[src/rtl/uart_bus_master.sv]
// UART (8N1) command bridge: host frames become single 32-bit bus transactions, replies go back on tx_pin.
// Optional inter-byte timeout in S_ADDR/S_DATA is built when UART_BUS_MASTER_TIMEOUT_EN is defined.
module uart_bus_master #(
   parameter logic [15:0] CLK_DIV      = 16'd434,
   parameter int          TIMEOUT_BITS = 16
) (
   input  logic        clk,
   input  logic        rst,
   input  logic        rx_pin,
   output logic        tx_pin,
   output logic [31:0] addr_o,
   output logic [31:0] data_o,
   output logic [3:0]  sel_o,
   output logic        we_o,
   output logic        req_valid_o,
   input  logic        req_ready_i,
   input  logic [31:0] data_i,
   input  logic        rsp_valid_i,
   output logic        rsp_ready_o,
   output logic        busy_o
);
   typedef enum logic [2:0] {S_CMD, S_ADDR, S_DATA, S_REQ, S_RSP, S_TX} state_t;
   typedef enum logic [1:0] {RX_IDLE, RX_START, RX_DATA, RX_STOP} rx_state_t;

   localparam logic [15:0] HALF_DIV = CLK_DIV >> 1;

   logic        rx_s1_q, rx_s2_q, rx_s3_q;
   rx_state_t   rx_st_q, rx_st_d;
   logic [15:0] rx_cnt_q, rx_cnt_d;
   logic [3:0]  rx_bit_q, rx_bit_d;
   logic [7:0]  rx_sh_q, rx_sh_d;
   logic        byte_ok, byte_err, tmo_hit;

   state_t      state_q, state_d;
   logic [15:0] cnt_q, cnt_d;
   logic [3:0]  bit_q, bit_d;
   logic [2:0]  byte_q, byte_d, nbytes_q, nbytes_d;
   logic [31:0] tx_sh_q, tx_sh_d, addr_q, addr_d, data_q, data_d;
   logic        we_q, we_d, tx_pin_q, tx_pin_d;
   logic [7:0]  tx_lsb;

   always_ff @(posedge clk or posedge rst) begin
      if (rst) begin
         rx_s1_q  <= 1'b1;
         rx_s2_q  <= 1'b1;
         rx_s3_q  <= 1'b1;
         rx_st_q  <= RX_IDLE;
         rx_cnt_q <= '0;
         rx_bit_q <= '0;
         rx_sh_q  <= '0;
      end else begin
         rx_s1_q  <= rx_pin;
         rx_s2_q  <= rx_s1_q;
         rx_s3_q  <= rx_s2_q;
         rx_st_q  <= rx_st_d;
         rx_cnt_q <= rx_cnt_d;
         rx_bit_q <= rx_bit_d;
         rx_sh_q  <= rx_sh_d;
      end
   end

   // Stop-bit sample raises byte_ok/byte_err combinationally so the frame FSM reacts the same cycle.
   always_comb begin
      rx_st_d  = rx_st_q;
      rx_cnt_d = rx_cnt_q;
      rx_bit_d = rx_bit_q;
      rx_sh_d  = rx_sh_q;
      byte_ok  = 1'b0;
      byte_err = 1'b0;
      case (rx_st_q)
         RX_IDLE: begin
            if (rx_s3_q && !rx_s2_q) begin
               rx_st_d  = RX_START;
               rx_cnt_d = '0;
            end
         end
         RX_START: begin
            if (rx_cnt_q == HALF_DIV) begin
               rx_cnt_d = '0;
               rx_bit_d = '0;
               rx_st_d  = rx_s2_q ? RX_IDLE : RX_DATA;
            end else rx_cnt_d = rx_cnt_q + 16'd1;
         end
         RX_DATA: begin
            if (rx_cnt_q == CLK_DIV) begin
               rx_cnt_d = '0;
               rx_sh_d  = {rx_s2_q, rx_sh_q[7:1]};
               rx_bit_d = rx_bit_q + 4'd1;
               if (rx_bit_q == 4'd7) rx_st_d = RX_STOP;
            end else rx_cnt_d = rx_cnt_q + 16'd1;
         end
         RX_STOP: begin
            if (rx_cnt_q == CLK_DIV) begin
               rx_cnt_d = '0;
               rx_st_d  = RX_IDLE;
               byte_ok  = rx_s2_q;
               byte_err = !rx_s2_q;
            end else rx_cnt_d = rx_cnt_q + 16'd1;
         end
         default: rx_st_d = RX_IDLE;
      endcase
   end

`ifdef UART_BUS_MASTER_TIMEOUT_EN
   // Idle time is counted from the stop-bit sample, so half a bit is added to reach stop-bit end.
   localparam logic [31:0] TMO_LIMIT = 32'(TIMEOUT_BITS) * (32'(CLK_DIV) + 32'd1) + 32'(HALF_DIV);
   logic [31:0] tmo_q;
   always_ff @(posedge clk or posedge rst) begin
      if (rst) tmo_q <= '0;
      else if ((state_q != S_ADDR && state_q != S_DATA) || rx_st_q != RX_IDLE) tmo_q <= '0;
      else if (tmo_q <= TMO_LIMIT) tmo_q <= tmo_q + 32'd1;
   end
   assign tmo_hit = (tmo_q > TMO_LIMIT);
`else
   assign tmo_hit = 1'b0;
`endif

   always_ff @(posedge clk or posedge rst) begin
      if (rst) begin
         state_q  <= S_CMD;
         cnt_q    <= '0;
         bit_q    <= '0;
         byte_q   <= '0;
         nbytes_q <= '0;
         tx_sh_q  <= '0;
         addr_q   <= '0;
         data_q   <= '0;
         we_q     <= 1'b0;
         tx_pin_q <= 1'b1;
      end else begin
         state_q  <= state_d;
         cnt_q    <= cnt_d;
         bit_q    <= bit_d;
         byte_q   <= byte_d;
         nbytes_q <= nbytes_d;
         tx_sh_q  <= tx_sh_d;
         addr_q   <= addr_d;
         data_q   <= data_d;
         we_q     <= we_d;
         tx_pin_q <= tx_pin_d;
      end
   end

   always_comb begin
      state_d  = state_q;
      cnt_d    = cnt_q;
      bit_d    = bit_q;
      byte_d   = byte_q;
      nbytes_d = nbytes_q;
      tx_sh_d  = tx_sh_q;
      addr_d   = addr_q;
      data_d   = data_q;
      we_d     = we_q;
      case (state_q)
         S_CMD: begin
            if (byte_ok) begin
               byte_d = '0;
               if (rx_sh_q == 8'h57 || rx_sh_q == 8'h52) begin
                  we_d    = (rx_sh_q == 8'h57);
                  state_d = S_ADDR;
               end else begin
                  tx_sh_d  = 32'h0000_0015;
                  nbytes_d = 3'd1;
                  cnt_d    = '0;
                  bit_d    = '0;
                  state_d  = S_TX;
               end
            end
         end
         S_ADDR: begin
            if (byte_err) begin
               byte_d  = '0;
               state_d = S_CMD;
            end else if (byte_ok) begin
               addr_d = {rx_sh_q, addr_q[31:8]};
               byte_d = byte_q + 3'd1;
               if (byte_q == 3'd3) begin
                  byte_d  = '0;
                  state_d = we_q ? S_DATA : S_REQ;
               end
            end
         end
         S_DATA: begin
            if (byte_err) begin
               byte_d  = '0;
               state_d = S_CMD;
            end else if (byte_ok) begin
               data_d = {rx_sh_q, data_q[31:8]};
               byte_d = byte_q + 3'd1;
               if (byte_q == 3'd3) begin
                  byte_d  = '0;
                  state_d = S_REQ;
               end
            end
         end
         S_REQ: if (req_ready_i) state_d = S_RSP;
         S_RSP: begin
            if (rsp_valid_i) begin
               cnt_d    = '0;
               bit_d    = '0;
               byte_d   = '0;
               state_d  = S_TX;
               tx_sh_d  = we_q ? 32'h0000_0006 : data_i;
               nbytes_d = we_q ? 3'd1 : 3'd4;
            end
         end
         S_TX: begin
            if (cnt_q == CLK_DIV) begin
               cnt_d = '0;
               if (bit_q == 4'd9) begin
                  bit_d   = '0;
                  tx_sh_d = tx_sh_q >> 8;
                  byte_d  = byte_q + 3'd1;
                  if (byte_q == nbytes_q - 3'd1) begin
                     byte_d  = '0;
                     state_d = S_CMD;
                  end
               end else bit_d = bit_q + 4'd1;
            end else cnt_d = cnt_q + 16'd1;
         end
         default: state_d = S_CMD;
      endcase
      if (tmo_hit && (state_q == S_ADDR || state_q == S_DATA)) begin
         byte_d  = '0;
         state_d = S_CMD;
      end
      // Line level is registered from next-state values so tx_pin is glitch-free.
      tx_lsb   = tx_sh_d[7:0];
      tx_pin_d = 1'b1;
      if (state_d == S_TX) begin
         if (bit_d == 4'd0) tx_pin_d = 1'b0;
         else if (bit_d <= 4'd8) tx_pin_d = tx_lsb[3'(bit_d - 4'd1)];
      end
   end

   assign tx_pin      = tx_pin_q;
   assign addr_o      = addr_q;
   assign data_o      = data_q;
   assign we_o        = we_q;
   assign sel_o       = 4'hf;
   assign req_valid_o = (state_q == S_REQ);
   assign rsp_ready_o = (state_q == S_RSP);
   assign busy_o      = (state_q != S_CMD);
endmodule

[config.mk]
export PLATFORM = sky130hd
export DESIGN_NAME = uart_bus_master
export DESIGN_NICKNAME = d
export VERILOG_FILES = /design/src/rtl/uart_bus_master.sv
export SDC_FILE = /design/constraint.sdc
export NUM_CORES = 1
export LEC_CHECK = 0
export BUFFER_PORTS_ARGS = -buffer_cell sky130_fd_sc_hd__buf_2
export CAP_MARGIN = 20
export CORE_MARGIN = 1
export CORE_UTILIZATION = 45
export DETAILED_ROUTE_END_ITERATION = 10
export PLACE_DENSITY = 0.65
export SLEW_MARGIN = 40
export SYNTH_ARGS = -nofsm -noshare
export SYNTH_HDL_FRONTEND = slang
export SYNTH_SLANG_ARGS = --single-unit
[constraint.sdc]
create_clock -name clk -period 13.97 [get_ports clk]
set_input_delay 1.397 -clock clk [delete_from_list [all_inputs] [get_ports clk]]
set_output_delay 1.397 -clock clk [all_outputs]
set_load 0.02 [all_outputs]
==> flow_summary_export.csv <==
group,metric,value,unit
critical_path,setup.worst_path.start_class,"register",
global_route,grt_pass1_vias,5316,
critical_path,critPathArrivalTime,4.21,ns
die,die_x,131.1,um
final_layout,drive_gt1_share,28.86,%
detailed_routing,vias,5610,
final_layout,area_growth,18.10,%
synthesis,yosys-top-cells-count,"155 x dfrtp_1, 93 x nand2_1, 62 x mux2_2, 50 x nor2_1, 33 x o21ai_0",
final_layout,nNetsFinal,840,
cts,hold_buffers,0,
die,die_y,131.1,um
power,vdd_drop_max,0.08183,mV
synthesis,avgSynthCellArea,10.85,um2
placed_design,placed_cell_area,0.008219,mm2
cts,post_cts_buffers,0,
cts,h-tree-depth,4,
detailed_routing,drt-pass1-iter-count,5,
die,coreArea,0.01606,mm2
final_layout,n_antenna_cell,0,
critical_path,critical_path_class,"register to register",
cts,cts_sinks,159,
die,initial_utilization,46.70,%
sta,setup_viol,0,
min_path,hold_path_end,"rx_s2_q$_DFF_PP1_",
synthesis,synth.area.top_cells,"dfrtp_1 52%, mux2_2 9.3%, nand2_1 4.7%",
power,switchingPower,255.9,uW
cts,cts_buffer_depth,2,
power,power.density,117.6,mW/mm2
cts,clk_pin_slew,0.07,ns
synthesis,synth_cells,691,
synthesis,ys_types,71,
critical_path,end_kind,"register",
sta,min_period,3.865,ns
sta,slew_headroom,51.36,%
sta,maxSlewViolCount,0,
sta,hold_viol,0,
sta,fmax,0.2587,GHz
synthesis,synth_edf_count,0,
min_path,hp-class,"register to register",
detailed_routing,drtIter0Drc,371,
critical_path,r2r_cells,13,
global_route,grt_usage,19.81,%
min_path,hp-start,"rx_s1_q$_DFF_PP1_",
die,ios,110,
min_path,min_path_cells,0,
placed_design,hpwl,11160,um
critical_path,worstReg2RegEnd,"tx_pin$_DFF_PP1_",
detailed_routing,drcViolationCount,0,
outcome,status,"finished clean",
detailed_routing,drt-total-wl,16100,um
cts,cts_root_buf,"clkbuf_16",
die,rows,46,
synthesis,yosys_most_used_dff,"dfrtp_1",
detailed_routing,wl_per_cell,15.79,um
sta,worstMarginPinSlew,0.7279,ns
placed_design,io_buffers,105,
sta,fin_tns_setup,0,ns
synthesis,synth.largest_area_cell,"dfrtp_1",
critical_path,r2r-start,"rx_cnt_q[0]$_DFFE_PP0P_",
global_route,grt_max_degree,81,
global_route,antenna_found_initial,0,
power,comb_power_share,6.0,%
power,p_int,785.3,uW
cts,cts_tree,"built",
synthesis,yosysWarnings,0,
synthesis,yosysMostFrequentCell,"dfrtp_1",
synthesis,async_flop_share,100.0,%
global_route,grt_overflow,0,
detailed_routing,final_antenna_net_count,0,
cts,cts_buffers,17,
global_route,grt_pass1_wl,26320,um
cts,clk_latency,0.42,ns
sta,rsz0062_at_grt,"no",
synthesis,synthesis.area,0.007500,mm2
cts,cts-resized-gates,0,
placed_design,gp_congestion,0.8863,
die,dieArea,0.01719,mm2
critical_path,path_max_fanout,15,
sta,period_share,27.67,%
critical_path,crit_required,14.32,ns
power,p_leak,0.004493,uW
power,power.share.clock,47.3,%
flow_run,cap_violations,0,
synthesis,synth_top_cell_area_share,51.72,%
power,pwr-share-seq,46.7,%
final_layout,stdcell_area,0.008857,mm2
synthesis,yosysSeqAreaShare,53.12,%
detailed_routing,via_per_inst,5.500,
power,p_total,1041,uW
critical_path,reg2reg_slack,10.11,ns
sta,fin_skew,0.01093,ns
power,swShare,24.58,%
synthesis,ys_ff_latch,159,
cells by family (layout without fill, tap and decap cells):
kind of cell / count (synthesis) / after routing / share of synthesized area [%]
other: 1 / 4 / 0.05000
muxes: 70 / 70 / 10.44
and+or+nand+nor: 245 / 245 / 17.13
buffers and inverters: 59 / 169 / 3.403
DFF: 159 / 159 / 53.12
AOI/OAI and AO/OA: 126 / 126 / 11.60
xor gates and xnor gates: 18 / 18 / 2.102
adders and majority gates: 13 / 13 / 2.152
cells in the final DEF (no fill, tap or decap), drive strengths merged, types with 3 or more instances in the layout:
cell / Yosys / final
mux2i: 4 / 4
nor2b: 3 / 3
bufinv: 0 / 3
nor2: 51 / 51
a22oi: 18 / 18
nor3: 12 / 12
and4: 3 / 3
nand3: 27 / 27
conb: 1 / 4
ha: 12 / 12
nor4: 4 / 4
o21a: 3 / 3
mux2: 66 / 66
clkbuf: 15 / 18
a31oi: 3 / 3
o21ai: 36 / 36
xnor2: 4 / 4
o22ai: 3 / 3
dfrtp: 155 / 155
nor4b: 4 / 4
xor2: 14 / 14
dfstp: 4 / 4
o41ai: 5 / 5
and4b: 3 / 3
or3: 3 / 3
a22o: 8 / 8
nand2b: 4 / 4
o211ai: 6 / 6
inv: 26 / 34
nand2: 93 / 93
nand4: 6 / 6
and3: 9 / 9
a32oi: 3 / 3
o31ai: 10 / 10
buf: 18 / 111
a21oi: 18 / 18
nand3b: 7 / 7
and2: 3 / 3
layout make-up:
type	count	area, um2
flip-flops and latches	159	3984
multi-input cells	476	3293
repair buffers	111	574.3
clock buffers	18	439.2
clock inverters	14	193.9
fillers	1410	7201
well taps	216	270.3
inverters	26	102.6
how the worst max path moves through the flow:
stage	from	to	slack, ns	depth (start not counted)
after floorplan	rst	asynchronous set/reset pin	8.29	1
after global placement	rsp_valid_i	tx_pin$_DFF_PP1_	9.80	11
after detailed placement	rsp_valid_i	tx_pin$_DFF_PP1_	9.60	11
after CTS	rsp_valid_i	tx_pin$_DFF_PP1_	10.03	11
after global routing	rx_cnt_q[0]$_DFFE_PP0P_	tx_pin$_DFF_PP1_	9.82	13
final	rx_cnt_q[0]$_DFFE_PP0P_	tx_pin$_DFF_PP1_	10.11	13
routing by layer:
layer  share of wire (%)  global-route usage [%]  wire length (um)
met1                  45                   26.42              7254
met2                  48                   31.90              7758
met3                 5.3                   4.545               847
met4                 1.5                   6.694               243
met5                   0                       0                 0
worst max-delay path: stages, from the launching register on:
cell	delay, ns
dfrtp_1	0.42
inv_1	0.11
ha_1	0.19
and4bb_2	0.28
nand4_4	0.19
nor4_4	0.59
nor2_2	0.28
a21oi_2	0.43
o22a_1	0.24
ha_1	0.27
a41oi_1	0.19
a32oi_1	0.09
maj3_2	0.32
o211ai_2	0.16
state kept, by name, summed over array words and instances (netlist names), 4 cells and up, named ones only:
name	flops
rx_sh_q	8
bit_q	4
addr_o	32
tx_sh_q	32
rx_bit_q	4
data_o	32
cnt_q	16
rx_cnt_q	16
power by group through the flow:
stage                     Clock (uW)  Combinational (uW)  Sequential [uW]
after floorplan                    0                49.6              486
after CTS                        504                63.0              486
final                            493                62.0              487
after detailed placement           0                62.4              495
after global placement             0                58.0              493
after global routing             524                69.6              488
through the flow:
step	hold WS, ns	worst slack (ns)	std cells	util, %
6_report	0.3572	10.11	1020	55.16
5_1_grt	0.3582	9.815	1020	55.16
4_1_cts	0.3572	10.03	1020	55.13
3_5_place_dp	0.3472	9.602	988	51.18
3_3_place_gp	0.3476	9.802	988	51.11
2_1_floorplan	0.3452	8.288	694	-
(Power assumes the default switching activity.)
